### src/rtl/detector_ctrl.sv
// rtl/detector_ctrl.sv - frame scheduler, latency tracker and result FIFO for the sphere detector
// Credits bound in-flight plus buffered results to FIFO_DEPTH, so the stall-free detector never overflows.
module detector_ctrl #(
  parameter int WL         = 16,
  parameter int LATENCY    = 26,
  parameter int FIFO_DEPTH = 32,
  parameter int MAX_Y      = 16,
  localparam int NYW       = $clog2(MAX_Y + 1)
) (
  input  logic             clk,
  input  logic             rst,
  input  logic             in_r_valid,
  output logic             in_r_ready,
  input  logic [36*WL-1:0] in_r,
  input  logic [NYW-1:0]   in_num_y,
  input  logic             in_y_valid,
  output logic             in_y_ready,
  input  logic [8*WL-1:0]  in_y,
  output logic [36*WL-1:0] det_rmat,
  output logic [8*WL-1:0]  det_yarr,
  input  logic [15:0]      det_x,
  output logic             out_valid,
  input  logic             out_ready,
  output logic [15:0]      out_x,
  output logic             out_last,
  output logic             busy
);

  localparam logic IDLE   = 1'b0;
  localparam logic STREAM = 1'b1;
  localparam int AW = $clog2(FIFO_DEPTH);
  localparam int PW = AW + 1;
  localparam int IW = $clog2(FIFO_DEPTH + 1);
  localparam int CW = IW + 1;

  logic               state;
  logic [36*WL-1:0]   r_reg;
  logic [NYW-1:0]     y_cnt;
  logic [LATENCY-1:0] v_pipe;
  logic [LATENCY-1:0] l_pipe;
  logic [IW-1:0]      inflight;
  logic [16:0]        mem [FIFO_DEPTH];
  logic [PW-1:0]      wptr, rptr, occ;
  logic [CW-1:0]      used;
  logic [16:0]        head;
  logic               full, empty, issue, push, pop, y_last;

  assign occ   = wptr - rptr;
  assign empty = (wptr == rptr);
  assign full  = (wptr[AW] != rptr[AW]) && (wptr[AW-1:0] == rptr[AW-1:0]);
  assign used  = CW'(inflight) + CW'(occ);

  assign in_r_ready = (state == IDLE);
  assign in_y_ready = (state == STREAM) && (used < CW'(FIFO_DEPTH));
  assign issue      = in_y_valid && in_y_ready;
  assign y_last     = (y_cnt == NYW'(1));
  assign push       = v_pipe[LATENCY-1];
  assign pop        = !empty && out_ready;

  assign det_rmat = r_reg;
  assign det_yarr = issue ? in_y : '0;

  assign head      = mem[rptr[AW-1:0]];
  assign out_valid = !empty;
  assign out_x     = empty ? 16'd0 : head[15:0];
  assign out_last  = !empty && head[16];
  assign busy      = (state != IDLE) || (inflight != '0) || !empty;

  always_ff @(posedge clk) begin
    if (rst) begin
      state <= IDLE;
      r_reg <= '0;
      y_cnt <= '0;
    end else if (state == IDLE) begin
      if (in_r_valid) begin
        r_reg <= in_r;
        if (in_num_y != '0) begin
          y_cnt <= in_num_y;
          state <= STREAM;
        end
      end
    end else if (issue) begin
      y_cnt <= y_cnt - NYW'(1);
      if (y_last) state <= IDLE;
    end
  end

  // Valid/last ride alongside the detector pipeline; clearing them orphans results of dropped vectors.
  always_ff @(posedge clk) begin
    if (rst) begin
      v_pipe <= '0;
      l_pipe <= '0;
    end else begin
      v_pipe <= {v_pipe[LATENCY-2:0], issue};
      l_pipe <= {l_pipe[LATENCY-2:0], issue && y_last};
    end
  end

  always_ff @(posedge clk) begin
    if (rst) begin
      inflight <= '0;
    end else if (issue && !push) begin
      inflight <= inflight + IW'(1);
    end else if (push && !issue) begin
      inflight <= inflight - IW'(1);
    end
  end

  always_ff @(posedge clk) begin
    if (rst) begin
      wptr <= '0;
      rptr <= '0;
    end else begin
      if (push) wptr <= wptr + PW'(1);
      if (pop)  rptr <= rptr + PW'(1);
    end
  end

  always_ff @(posedge clk) begin
    if (push) mem[wptr[AW-1:0]] <= {l_pipe[LATENCY-1], det_x};
  end

  a_no_overflow: assert property (@(posedge clk) disable iff (rst) !(push && full));
  a_credit_inv:  assert property (@(posedge clk) disable iff (rst) used <= CW'(FIFO_DEPTH));

endmodule

### config.mk
export PLATFORM = sky130hd
export DESIGN_NAME = detector_ctrl
export DESIGN_NICKNAME = d
export VERILOG_FILES = /design/src/rtl/detector_ctrl.sv
export SDC_FILE = /design/constraint.sdc
export NUM_CORES = 2
export LEC_CHECK = 0
export CAP_MARGIN = 20
export CORE_AREA = 10 10 560 562
export CTS_BUF_LIST = sky130_fd_sc_hd__clkbuf_4
export DETAILED_ROUTE_END_ITERATION = 10
export DIE_AREA = 0 0 570 572
export PLACE_DENSITY = 0.34
export SYNTH_ARGS = -nofsm -noshare
export SYNTH_HDL_FRONTEND = slang
export SYNTH_SLANG_ARGS = --single-unit
export TNS_END_PERCENT = 30
### constraint.sdc
create_clock -name clk -period 4.7 [get_ports clk]
set_input_delay 0.94 -clock clk [delete_from_list [all_inputs] [get_ports clk]]
set_output_delay 0.94 -clock clk [all_outputs]
set_load 0.01 [all_outputs]
== Word-level counts from Yosys, hierarchy flattened ==
Memory sizes are Yosys's and may differ from the RTL's. A register that Yosys moved wholly into a read port is not among the register bits.
Cells that the tools add are included.

* Shifts and indexed selects: 0
* Muxes and demuxes: 17
* Add/sub/neg operators: 7
* Reductions and logical operators: 19
* Magnitude comparators: 1
* Equality and inequality tests: 3
* Bitwise gates (word level): 1
* Div/mod/pow operators: 0
* Multipliers: 0

{| class="wikitable"
|+ Operators by type and width
! kind !! number
|-
| $mux W128 || 1
|-
| $mux W5 || 6
|-
| $add A6 B1 Y6 const B || 3
|-
| $mux W16 || 1
|-
| $mux W6 || 2
|-
| $add A6 B6 Y7 || 1
|-
| $logic_and A1 B1 Y1 || 7
|-
| $lt A7 B6 Y1 const B || 1
|-
| $mux W1 || 7
|-
| $eq A6 B6 Y1 || 1
|-
| $reduce_bool A2 Y1 || 3
|-
| $reduce_bool A6 Y1 || 1
|-
| $sub A6 B1 Y6 const B || 1
|-
| $sub A6 B6 Y6 || 1
|-
| $eq A5 B1 Y1 const B || 1
|-
| $reduce_bool A5 Y1 || 1
|-
| $sub A5 B1 Y5 const B || 1
|-
| $logic_not A1 Y1 || 3
|-
| $reduce_and A3 Y1 || 1
|-
| $logic_or A1 B1 Y1 || 2
|-
| $ne A2 B1 Y1 const B || 1
|-
| $reduce_and A2 Y1 || 1
|-
| $not A1 Y1 || 1
|}

* Bits in registers: 652
* ROM bits: 0
* Input port bits: 730
* Word-level logic and storage cells: 57
* Output and inout port bits: 725
* Memory bits (writable): 544
* Memories: 1
* Bits in latches: 0

{| class="wikitable"
|+ Memory list
! memory !! depth !! bits a word !! read ports !! clocked after Yosys merged registers in !! write ports !! line !! text
|-
| mem || 32 || 17 || 1 || 1 || 1 || 42 || <nowiki>logic [16:0] mem [FIFO_DEPTH];</nowiki>
|}

== Logic depth before layout (Yosys ltp) ==
* Word-level depth: 9
* Gate-level depth with buffers: 21
* Gate-level depth less buffers: 20

== Worst setup path after synthesis ==
OpenSTA, ideal clock, no wires.

* Kind: register -> register
* Start: reg wptr[1]
* End: reg inflight[4]
* Slack: 313 ps
* Cell stages (with the launch flop): 20
* Arrival: 4316 ps
* Buffers on the path: 1
* Clock period less this slack: 4387 ps
* Cell sequence: dfxtp_1 -> ha_1 -> nor2b_1 -> o21ai_0 -> a21boi_0 -> or4_1 -> nand3_1 -> ha_1 -> nor4b_2 -> nand4_1 -> nand2_1 -> clkbuf_1 -> ha_1 -> inv_1 -> ha_1 -> nor2b_1 -> o21a_1 -> o21ai_0 -> or3b_1 -> a21oi_1

* Cells in the longest elaborated chain, start to end: 8

{| class="wikitable"
|+ RTL lines
! item !! line !! text
|-
| start, declared || 43 || <nowiki>logic [PW-1:0] wptr, rptr, occ;</nowiki>
|-
| start signal, assigned || 114 || <nowiki>if (push) wptr <= wptr + PW'(1);</nowiki>
|-
| $sub A6 B6 Y6 * || 48 || <nowiki>assign occ = wptr - rptr;</nowiki>
|-
| $add A6 B6 Y7 * || 51 || <nowiki>assign used = CW'(inflight) + CW'(occ);</nowiki>
|-
| $lt A7 B6 Y1 * || 54 || <nowiki>assign in_y_ready = (state == STREAM) && (used < CW'(FIFO_DEPTH));</nowiki>
|-
| $logic_and A1 B1 Y1 * || 54 ||
|-
| $logic_and A1 B1 Y1 * || 55 || <nowiki>assign issue = in_y_valid && in_y_ready;</nowiki>
|-
| net issue || 46 || <nowiki>logic full, empty, issue, push, pop, y_last;</nowiki>
|-
| $logic_not A1 Y1 || 104 || <nowiki>end else if (push && !issue) begin</nowiki>
|-
| $logic_and A1 B1 Y1 || 104 ||
|-
| $reduce_bool A2 Y1 (no source line) || n/a ||
|-
| end signal, assigned || 103 || <nowiki>inflight <= inflight + IW'(1);</nowiki>
|-
| end signal, assigned || 105 || <nowiki>inflight <= inflight - IW'(1);</nowiki>
|-
| end, declared || 41 || <nowiki>logic [IW-1:0] inflight;</nowiki>
|}

The timed path passes the listed nets; every way through them passes the cells marked *.
A chain may end at the register's enable or synchronous reset.

== Worst setup path after layout ==
* Start: reg rptr[1]
* End: out det_yarr[62]

* Cells in the longest elaborated chain, start to end: 6

{| class="wikitable"
|+ RTL lines
! item !! line !! text
|-
| start, declared || 43 ||
|-
| start signal, assigned || 115 || <nowiki>if (pop) rptr <= rptr + PW'(1);</nowiki>
|-
| $sub A6 B6 Y6 || 48 ||
|-
| $add A6 B6 Y7 || 51 ||
|-
| $lt A7 B6 Y1 || 54 ||
|-
| $logic_and A1 B1 Y1 || 54 ||
|-
| $logic_and A1 B1 Y1 || 55 ||
|-
| $mux W128 || 61 || <nowiki>assign det_yarr = issue ? in_y : '0;</nowiki>
|-
| end, declared || 20 || <nowiki>output logic [8*WL-1:0] det_yarr,</nowiki>
|}

Every way passes these cells.

==> impl_results.md <==
- Status: finished, violations left
- Violated checks: negative setup slack
- Post-synthesis cell type count: 53
- Largest cells by area after synthesis: edfxtp_1 37%, dfxtp_1 29%, nand2_1 9.9%
- Clk root buf: clkbuf_4
- Pwr Density: 366.8 nW/um^2
- CP Launch Type: flip-flop
- Most frequent cells in the layout: 1318 x clkdlybuf4s50_1, 1174 x nand2_1, 650 x dfxtp_1
- Core ar.: 302000 um^2
- Via/cell ratio: 3.899
- First-pass GRT wire length: 432100 um
- Adder and majority gate portion of the synthesized area: 0.7344%
- Fin cells: 10083
- Tcrit/Tclk final: 114.6%
- Cell taking the most area after synthesis: edfxtp_1
- Layout area overhead: 64.18%
- Number of buffers created by CTS: 372
- I/O pin count: 1455
- Placed cell area: 65520 um^2
- Fin. max-slew vios: 0
- Post-synth EDFFs: 544
- Post-Syn Nets: 4608
- # setup viols final: 144
- GRT Total Usage: 20.06%
- Mux cell area share after synthesis: 7.855%
- Leading cell type in the layout, fill and taps excluded: clkdlybuf4s50_1
- Top_reg_cell synth: dfxtp_1
- Final WS setup: -0.6881 ns
- WL/cell: 33.94 um
- CP Capture Type: primary output
- Top cell type's share of synthesized area: 36.60%
- Final Skew: 0.1404 ns
- Port bufs: 1454
- Yosys reg bits: 1201
- H-tree depth: 5
- Post-synthesis xor/xnor area fraction: 0.2943%
- Post-Syn Area: 44630 um^2
- Die width: 570 um
- Hold WC Path Type: in -> reg
- Std-Cell Rows: 202
- R2R Setup Slk: 0.35 ns
- Die area: 326000 um^2
- ANT nets after route: 0
- Fmax: 185.6 MHz
- Global route overflow: 0
- Number of remaining DRC errors: 0
- Die height: 572 um
- Peak supply drop: 161.1 uV
- # fillers: 32429
- Mean Syn Cell Area: 11.58 um^2
- Largest family of logic cells by synthesized area: simple AND/OR/NAND/NOR gates
- Fraction of layout cells with a size suffix above 1: 20.47%
- DP HPWL: 274100 um
- Worst-Margin Slew: 1.098 ns
- Tmin final: 5.388 ns
- Net count, final: 6514
- TritonCTS clock tree: built
- Core Util, Final: 24.26%
- Fraction of registers with async set/reset: 0%
- Leak pwr: 25.33 nW
- Sequential cell area fraction in the yosys report: 66.07%
- Critical Path RT: 3.76 ns
- Cell count after synthesis: 3853
- Vias in the first global route: 40253
- Initial Util: 14.78%
- Clock slew at reported path FFs: 0.06 ns
- Antenna violations before repair: 236
- Largest net degree at the start of global routing: 109
- Hold WS: 0.2178 ns
- GP Congestion: 0.9375
- Violation count after the first detailed-route iteration: 2529
- Final WL: 342200 um
- Placed insts: 9155
- Complex-gate fraction of the synthesized area: 8.216%
- Largest fanout on the critical path: 5
- Worst skew pair latency: 1.34 ns
- TritonRoute pass-1 iters: 5
- Max transition margin: 26.56%
- Clock Path Buffers: 4
- Critical path arrival: 4.45 ns
- # clock sinks: 1201
- RSZ-0062 raised after global routing: true
- Final Cell Area: 73280 um^2
- Max-cap violations: 0
- Kind of critical path: reg -> out
- Ys Warns: 0
- Fin. Hold Viols: 0
- Post-synthesis simple-gate area fraction: 13.97%
- Via count: 39312
[synth_stat cells, types with 17 or more instances]
master	number
edfxtp_1	544
a2111oi_2	17
a21oi_1	594
buf_2	21
clkbuf_1	208
o22ai_1	17
nand2_1	1176
nor2_1	64
buf_1	21
inv_1	22
dfxtp_1	657
ha_1	23
and2_1	128
nor2b_1	71
mux4_2	153
[logic make-up (layout without fill, tap and decap cells)]
family / count (synthesis) / count (layout)
AND/OR/NAND/NOR: 1488 / 1488
AO/OA/AOI/OAI: 664 / 664
adder cells (fa/ha/maj): 25 / 25
multiplexers: 159 / 159
other: 0 / 71
buffers and inverters: 301 / 2482
flip-flops: 1201 / 1201
XOR/XNOR: 15 / 15
[area by class of cell]
cell class                 count  area, um^2  area share (%)
clock inverter                96       546.8          0.7461
timing repair buffer        1798       19280           26.31
sequential                  1201       29510           40.27
inverter                      35       132.6          0.1810
multi-input combinational   2351       14510           19.79
clock buffer                 553        4151           5.665
antenna                       71       177.7          0.2424
tap                         3978        4977           6.792
[state kept, by name (all words and copies together), names as in the netlist, 5 cells and up, named ones only]
signal	cells
det_rmat	576
inflight	6
l_pipe	26
mem	544
rptr	6
v_pipe	26
wptr	6
y_cnt	5
[layer usage]
| layer | up-vias | global-route usage, % | part of all wire (%) |
|---|---|---|---|
| met5 | - | 0 | 0.024 |
| met4 | 12 | 4.757 | 2.6 |
| met3 | 686 | 7.698 | 9.0 |
| li1 | 17479 | - | - |
| met1 | 19346 | 24.04 | 41 |
| met2 | 1789 | 33.89 | 48 |
[through the flow]
step	power, W	worst slack, ns	setup TNS, ns
3_5_place_dp	0.01594	-0.07976	-2.351
3_3_place_gp	0.01596	-0.1561	-6.164
4_1_cts	0.02749	-1.111	-129.71
2_1_floorplan	0.01280	0.3133	0
6_report	0.02688	-0.6881	-77.23
5_1_grt	0.02824	-1.042	-127.50
[worst paths after layout]
check / from / to / cells after the start
min reg2reg: v_pipe[20] / v_pipe[21] / 1
max reg2reg: rptr[1] / inflight[4] / 22
min: in_r[189] / det_rmat[189] / 3
max: rptr[1] / det_yarr[62] / 17
[power by group]
part	switching [W]	leakage (nW)	total [W]	internal (W)
Clock	0.00512	2.80	0.0107	0.00553
Combinational	0.00246	12.3	0.00476	0.00230
Sequential	0.000238	10.2	0.0115	0.0112
[critical path: stages, from the launching register on]
cell and delay (ns):
dfxtp_2 0.33, inv_2 0.05, ha_4 0.23, nor2b_4 0.12, o21ai_2 0.15, a21boi_2 0.09
or4_1 0.42, nand3_2 0.12, ha_4 0.21, nor4b_4 0.26, o211ai_1 0.22, nand2_4 0.19
buf_12 0.15, buf_16 0.14, buf_12 0.12, buf_16 0.12, and2_4 0.15, buf_12 0.10
[timing repair]
item                                    CTS  global route
buffers inserted                         17             6
hold endpoints to repair                180             0
hold buffers                            174             0
pin swaps                                12             3
gates cloned                             10             0
endpoints found under the setup margin  147           147
resized for setup                       381            24
Power figures use the tool's default switching activity.
